<file path="config.mk">
export PLATFORM = sky130hd
export DESIGN_NAME = alu_arbiter
export DESIGN_NICKNAME = d
export VERILOG_FILES = /design/src/rtl/alu_arbiter.sv
export SDC_FILE = /design/constraint.sdc
export NUM_CORES = 1
export LEC_CHECK = 0
export ABC_AREA = 1
export CORE_MARGIN = 5
export CORE_UTILIZATION = 30
export CTS_BUF_LIST = sky130_fd_sc_hd__clkbuf_8
export CTS_CLUSTER_SIZE = 30
export DETAILED_ROUTE_END_ITERATION = 6
export GPL_ROUTABILITY_DRIVEN = 0
export PLACE_DENSITY_LB_ADDON = 0.25
export REMOVE_ABC_BUFFERS = 1
export SYNTH_ARGS = -nofsm -noshare
export SYNTH_HDL_FRONTEND = slang
export SYNTH_SLANG_ARGS = --single-unit
</file>
<file path="constraint.sdc">
create_clock -name clk_p_i -period 4.6 [get_ports clk_p_i]
set_clock_uncertainty 0.15 [all_clocks]
set_input_delay 1.38 -clock clk_p_i [delete_from_list [all_inputs] [get_ports clk_p_i]]
set_output_delay 1.38 -clock clk_p_i [all_outputs]
set_load 0.1 [all_outputs]
</file>
<file path="src/rtl/alu_arbiter.sv">
// Round-robin front end that shares one pipelined ALU between two requesters.
// Each issued op carries an owner tag so that its result is returned to the requester that issued it.
module alu_arbiter #(
   parameter int ALU_LATENCY = 2,
   parameter int DW          = 8,
   parameter int RW          = 16
) (
   input  logic          clk_p_i,
   input  logic          reset_p_i,
   input  logic          hold_i,
   input  logic          req0_valid_i,
   input  logic [2:0]    req0_inst_i,
   input  logic [DW-1:0] req0_a_i,
   input  logic [DW-1:0] req0_b_i,
   output logic          req0_ready_o,
   input  logic          req1_valid_i,
   input  logic [2:0]    req1_inst_i,
   input  logic [DW-1:0] req1_a_i,
   input  logic [DW-1:0] req1_b_i,
   output logic          req1_ready_o,
   output logic          rsp0_valid_o,
   output logic [RW-1:0] rsp0_data_o,
   output logic          rsp1_valid_o,
   output logic [RW-1:0] rsp1_data_o,
   output logic [DW-1:0] alu_a_o,
   output logic [DW-1:0] alu_b_o,
   output logic [2:0]    alu_inst_o,
   input  logic [RW-1:0] alu_data_i,
   output logic          idle_o
);

   logic                 last;        // 1: requester 1 won the most recent handshake
   logic                 grant0;
   logic                 grant1;
   logic                 fire;
   logic [ALU_LATENCY:0] tag_valid;
   logic [ALU_LATENCY:0] tag_owner;

   always_comb begin
      grant0 = 1'b0;
      grant1 = 1'b0;
      if (!reset_p_i && !hold_i) begin
         if (req0_valid_i && (!req1_valid_i || last))
            grant0 = 1'b1;
         else if (req1_valid_i)
            grant1 = 1'b1;
      end
   end

   assign fire         = grant0 | grant1;
   assign req0_ready_o = grant0;
   assign req1_ready_o = grant1;

   always_ff @(posedge clk_p_i) begin
      if (reset_p_i) begin
         last         <= 1'b1;
         alu_a_o      <= '0;
         alu_b_o      <= '0;
         alu_inst_o   <= '0;
         tag_valid    <= '0;
         tag_owner    <= '0;
         rsp0_valid_o <= 1'b0;
         rsp1_valid_o <= 1'b0;
         rsp0_data_o  <= '0;
         rsp1_data_o  <= '0;
      end else begin
         alu_a_o    <= '0;
         alu_b_o    <= '0;
         alu_inst_o <= '0;
         if (grant0) begin
            alu_a_o    <= req0_a_i;
            alu_b_o    <= req0_b_i;
            alu_inst_o <= req0_inst_i;
            last       <= 1'b0;
         end else if (grant1) begin
            alu_a_o    <= req1_a_i;
            alu_b_o    <= req1_b_i;
            alu_inst_o <= req1_inst_i;
            last       <= 1'b1;
         end

         // The tag pipeline advances every cycle, so it tracks the ALU even while hold_i is high.
         tag_valid <= {tag_valid[ALU_LATENCY-1:0], fire};
         tag_owner <= {tag_owner[ALU_LATENCY-1:0], grant1};

         rsp0_valid_o <= tag_valid[ALU_LATENCY] & ~tag_owner[ALU_LATENCY];
         rsp1_valid_o <= tag_valid[ALU_LATENCY] &  tag_owner[ALU_LATENCY];
         if (tag_valid[ALU_LATENCY] && !tag_owner[ALU_LATENCY])
            rsp0_data_o <= alu_data_i;
         if (tag_valid[ALU_LATENCY] && tag_owner[ALU_LATENCY])
            rsp1_data_o <= alu_data_i;
      end
   end

   assign idle_o = ~|tag_valid & ~rsp0_valid_o & ~rsp1_valid_o & ~fire;

endmodule

</file>
==> impl_metrics.sql <==
INSERT INTO impl_metrics (metric_group, metric, value, unit) VALUES
('job', 'max-cap-violations', '0', ''),
('place', 'worst_slack_after_detailed_placement', '0.470', 'ns'),
('timing', 'max-slew-margin-rel', '31.7', '%'),
('place', 'placement.io_buffers', '114', ''),
('floorplan', 'die-width', '94.4', 'um'),
('final_layout', 'nFillCells', '704', ''),
('min_path', 'timing.hold.worst_endpoint', 'tag_owner[2]', ''),
('route', 'ant_nets', '0', ''),
('place', 'hpwl', '4320', 'um'),
('yosys', 'synth.ff_latch_count', '60', ''),
('clock_tree', 'postCtsSetupRepairBufs', '0', ''),
('setup_path', 'crit_path_start_kind', 'input pin', ''),
('status', 'run_status', 'complete, no violations', ''),
('power', 'powerDensity', '366', 'nW/um^2'),
('floorplan', 'placement_rows', '30', ''),
('setup_path', 'logic_depth_of_the_worst_register_to_register_path', '4', ''),
('timing', 'hold_viol', '0', ''),
('power', 'share_comb_of_total_power', '18.1', '%'),
('floorplan', 'die_area', '8910', 'um^2'),
('final_layout', 'layout-drive-gt1-share', '10.6', '%'),
('setup_path', 'timing.setup.critical_path_class', 'in2out', ''),
('route', 'drt_drc_violations_left', '0', ''),
('clock_tree', 'cts.root.buffer_cell', 'sky130_fd_sc_hd__clkbuf_8', ''),
('timing', 'fin_ws', '0.489', 'ns'),
('final_layout', 'antenna-diode-count', '0', ''),
('route', 'avgViaCountPerCell', '4.26', ''),
('power', 'power.internal', '950', 'uW'),
('timing', 'final.min_clock_period', '4.11', 'ns'),
('power', 'vdd_ir_drop_max', '0.000169', 'V'),
('clock_tree', 'clk_latency', '0.32', 'ns'),
('clock_tree', 'clk_pin_slew_worst_paths', '0.06', 'ns'),
('power', 'power.share.clock', '40.7', '%'),
('final_layout', 'layout_common_cells', 'sky130_fd_sc_hd__clkdlybuf4s50_1, sky130_fd_sc_hd__nor2_1, sky130_fd_sc_hd__dfxtp_1, sky130_fd_sc_hd__nand2_1, sky130_fd_sc_hd__o21ai_0', ''),
('power', 'switching_share', '27.4', '%'),
('timing', 'finalMaxSlewViolations', '0', ''),
('min_path', 'min_delay_path_depth', '2', ''),
('setup_path', 'worst-endpoint-arrival', '2.58', 'ns'),
('yosys', 'synth.distinct_cells', '20', ''),
('yosys', 'synthesis.area_per_instance', '8.21', 'um^2'),
('clock_tree', 'buffers_from_clock_root_to_sink_at_most', '2', ''),
('final_layout', 'layout.area.seq', '1200', 'um^2'),
('route', 'initial_detailed_routing_violation_count', '45', ''),
('final_layout', 'flow.area_growth_from_synthesis', '67.3', '%'),
('floorplan', 'initial_core_util', '31.1', '%'),
('timing', 'finalSetupViolCount', '0', ''),
('power', 'power.switching', '359', 'uW'),
('clock_tree', 'tritoncts', 'done', ''),
('grt', 'grt_util_overall', '13.9', '%'),
('route', 'dr_total_vias', '2025', ''),
('floorplan', 'die-height', '94.4', 'um'),
('yosys', 'synth.yosys.seq_area_share', '56.2', '%'),
('yosys', 'synth_area', '2140', 'um^2'),
('yosys', 'yosys_warnings', '0', ''),
('final_layout', 'stdcell_area', '3570', 'um^2'),
('clock_tree', 'cts-buffers-inserted', '9', ''),
('min_path', 'timing.hold.worst.start', 'tag_owner[1]', ''),
('timing', 'worst-slew-pin-transition', '1.02', 'ns'),
('setup_path', 'critical_path_peak_fanout', '4', ''),
('timing', 'final_min_period_over_clock_period', '89.4', '%'),
('clock_tree', 'post_cts.resized_instances', '0', ''),
('grt', 'largest_net_degree_at_the_start_of_global_routing', '34', ''),
('setup_path', 'setup.worst_path.end_class', 'output pin', ''),
('setup_path', 'worst_r2r_endpoint', 'rsp0_data_o[2]', ''),
('place', 'postPlaceCellArea', '3350', 'um^2'),
('power', 'p_leak', '1.45', 'nW'),
('grt', 'gr-total-overflow', '0', ''),
('final_layout', 'net_count_final', '434', ''),
('grt', 'first_global_vias', '2059', ''),
('route', 'drtPass1Iterations', '4', ''),
('floorplan', 'coreArea', '6870', 'um^2'),
('floorplan', 'ioPinCount', '115', '');
==> registers in the layout (all words and copies together) (netlist names) <==
register / cells
rsp0_data_o: 16
rsp1_data_o: 16
rsp0_valid_o: 1
tag_valid: 3
tag_owner: 3
alu_a_o: 8
last: 1
alu_b_o: 8
alu_inst_o: 3
rsp1_valid_o: 1
==> per-stage QoR <==
| stage | hold slack, ns | utilization, % | setup TNS [ns] |
|---|---|---|---|
| 2_1_floorplan | 0.238 | - | -0.0940 |
| 5_1_grt | 0.295 | 52.0 | 0 |
| 3_3_place_gp | 0.240 | 48.8 | 0 |
| 6_report | 0.255 | 52.0 | 0 |
| 3_5_place_dp | 0.250 | 48.8 | 0 |
| 4_1_cts | 0.260 | 52.0 | 0 |
==> synth_stat cells <==
cell type                  instances  area, um^2
sky130_fd_sc_hd__nor2_1           72         270
sky130_fd_sc_hd__dfxtp_1          60        1200
sky130_fd_sc_hd__nand2_1          33         124
sky130_fd_sc_hd__o21ai_0          30         150
sky130_fd_sc_hd__nand3_1          20         100
sky130_fd_sc_hd__nand2_2          12        75.1
sky130_fd_sc_hd__inv_1             9        33.8
sky130_fd_sc_hd__buf_2             6        30.0
sky130_fd_sc_hd__buf_6             3        33.8
sky130_fd_sc_hd__inv_2             3        11.3
sky130_fd_sc_hd__buf_4             2        15.0
sky130_fd_sc_hd__o21ai_1           2        10.0
sky130_fd_sc_hd__a21oi_1           1        5.00
sky130_fd_sc_hd__buf_12            1        20.0
sky130_fd_sc_hd__clkbuf_1          1        3.75
sky130_fd_sc_hd__clkbuf_2          1        5.00
sky130_fd_sc_hd__clkinv_2          1        5.00
sky130_fd_sc_hd__nand3_4           1        17.5
sky130_fd_sc_hd__nor2_8            1        20.0
sky130_fd_sc_hd__nor3_1            1        5.00
==> final cells by class <==
type	instances	share of cell area, %
repair buffers	118	33.6
inverters	13	1.40
well taps	96	3.36
clock buffers	11	4.24
flip-flops and latches	60	33.6
multi-input cells	173	21.7
clock inverters	4	2.03
==> kinds of logic after synthesis <==
kind of cell | count (synthesis) | share of synthesized area [%]
DFF | 60 | 56.2
buffers and inverters | 27 | 7.38
AOI/OAI and AO/OA | 33 | 7.73
and+or+nand+nor | 140 | 28.6
==> power groups by stage <==
| stage | logic, mW | clock network, mW | registers, mW |
|---|---|---|---|
| floorplan | 0.0471 | 0 | 0.642 |
| global placement | 0.238 | 0 | 0.551 |
| detailed placement | 0.238 | 0 | 0.552 |
| CTS | 0.239 | 0.548 | 0.540 |
| global route | 0.249 | 0.580 | 0.541 |
| finish | 0.237 | 0.532 | 0.540 |
==> worst max-delay path by stage <==
stage | end | slack, ns | depth (start not counted)
finish | idle_o | 0.49 | 6
floorplan | idle_o | -0.09 | 4
global route | idle_o | 0.43 | 6
CTS | idle_o | 0.47 | 6
detailed placement | idle_o | 0.47 | 6
global placement | idle_o | 0.50 | 6
==> layer usage <==
layer  vias up  routed length, um  track usage, %
met2       103               2530            22.3
met4         0                119            6.86
li1       1047                  -               -
met5         -                  0               0
met1       861               2240            13.9
met3        14                911            8.84
==> worst max-delay path, stage by stage <==
cell and delay [ns]:
sky130_fd_sc_hd__clkdlybuf4s50_1 0.58, sky130_fd_sc_hd__nor2_8 0.07, sky130_fd_sc_hd__nand2_2 0.10, sky130_fd_sc_hd__nand2_1 0.07, sky130_fd_sc_hd__nor2_1 0.18, sky130_fd_sc_hd__buf_12 0.20
Note: power is estimated with default switching activity, not from simulation.
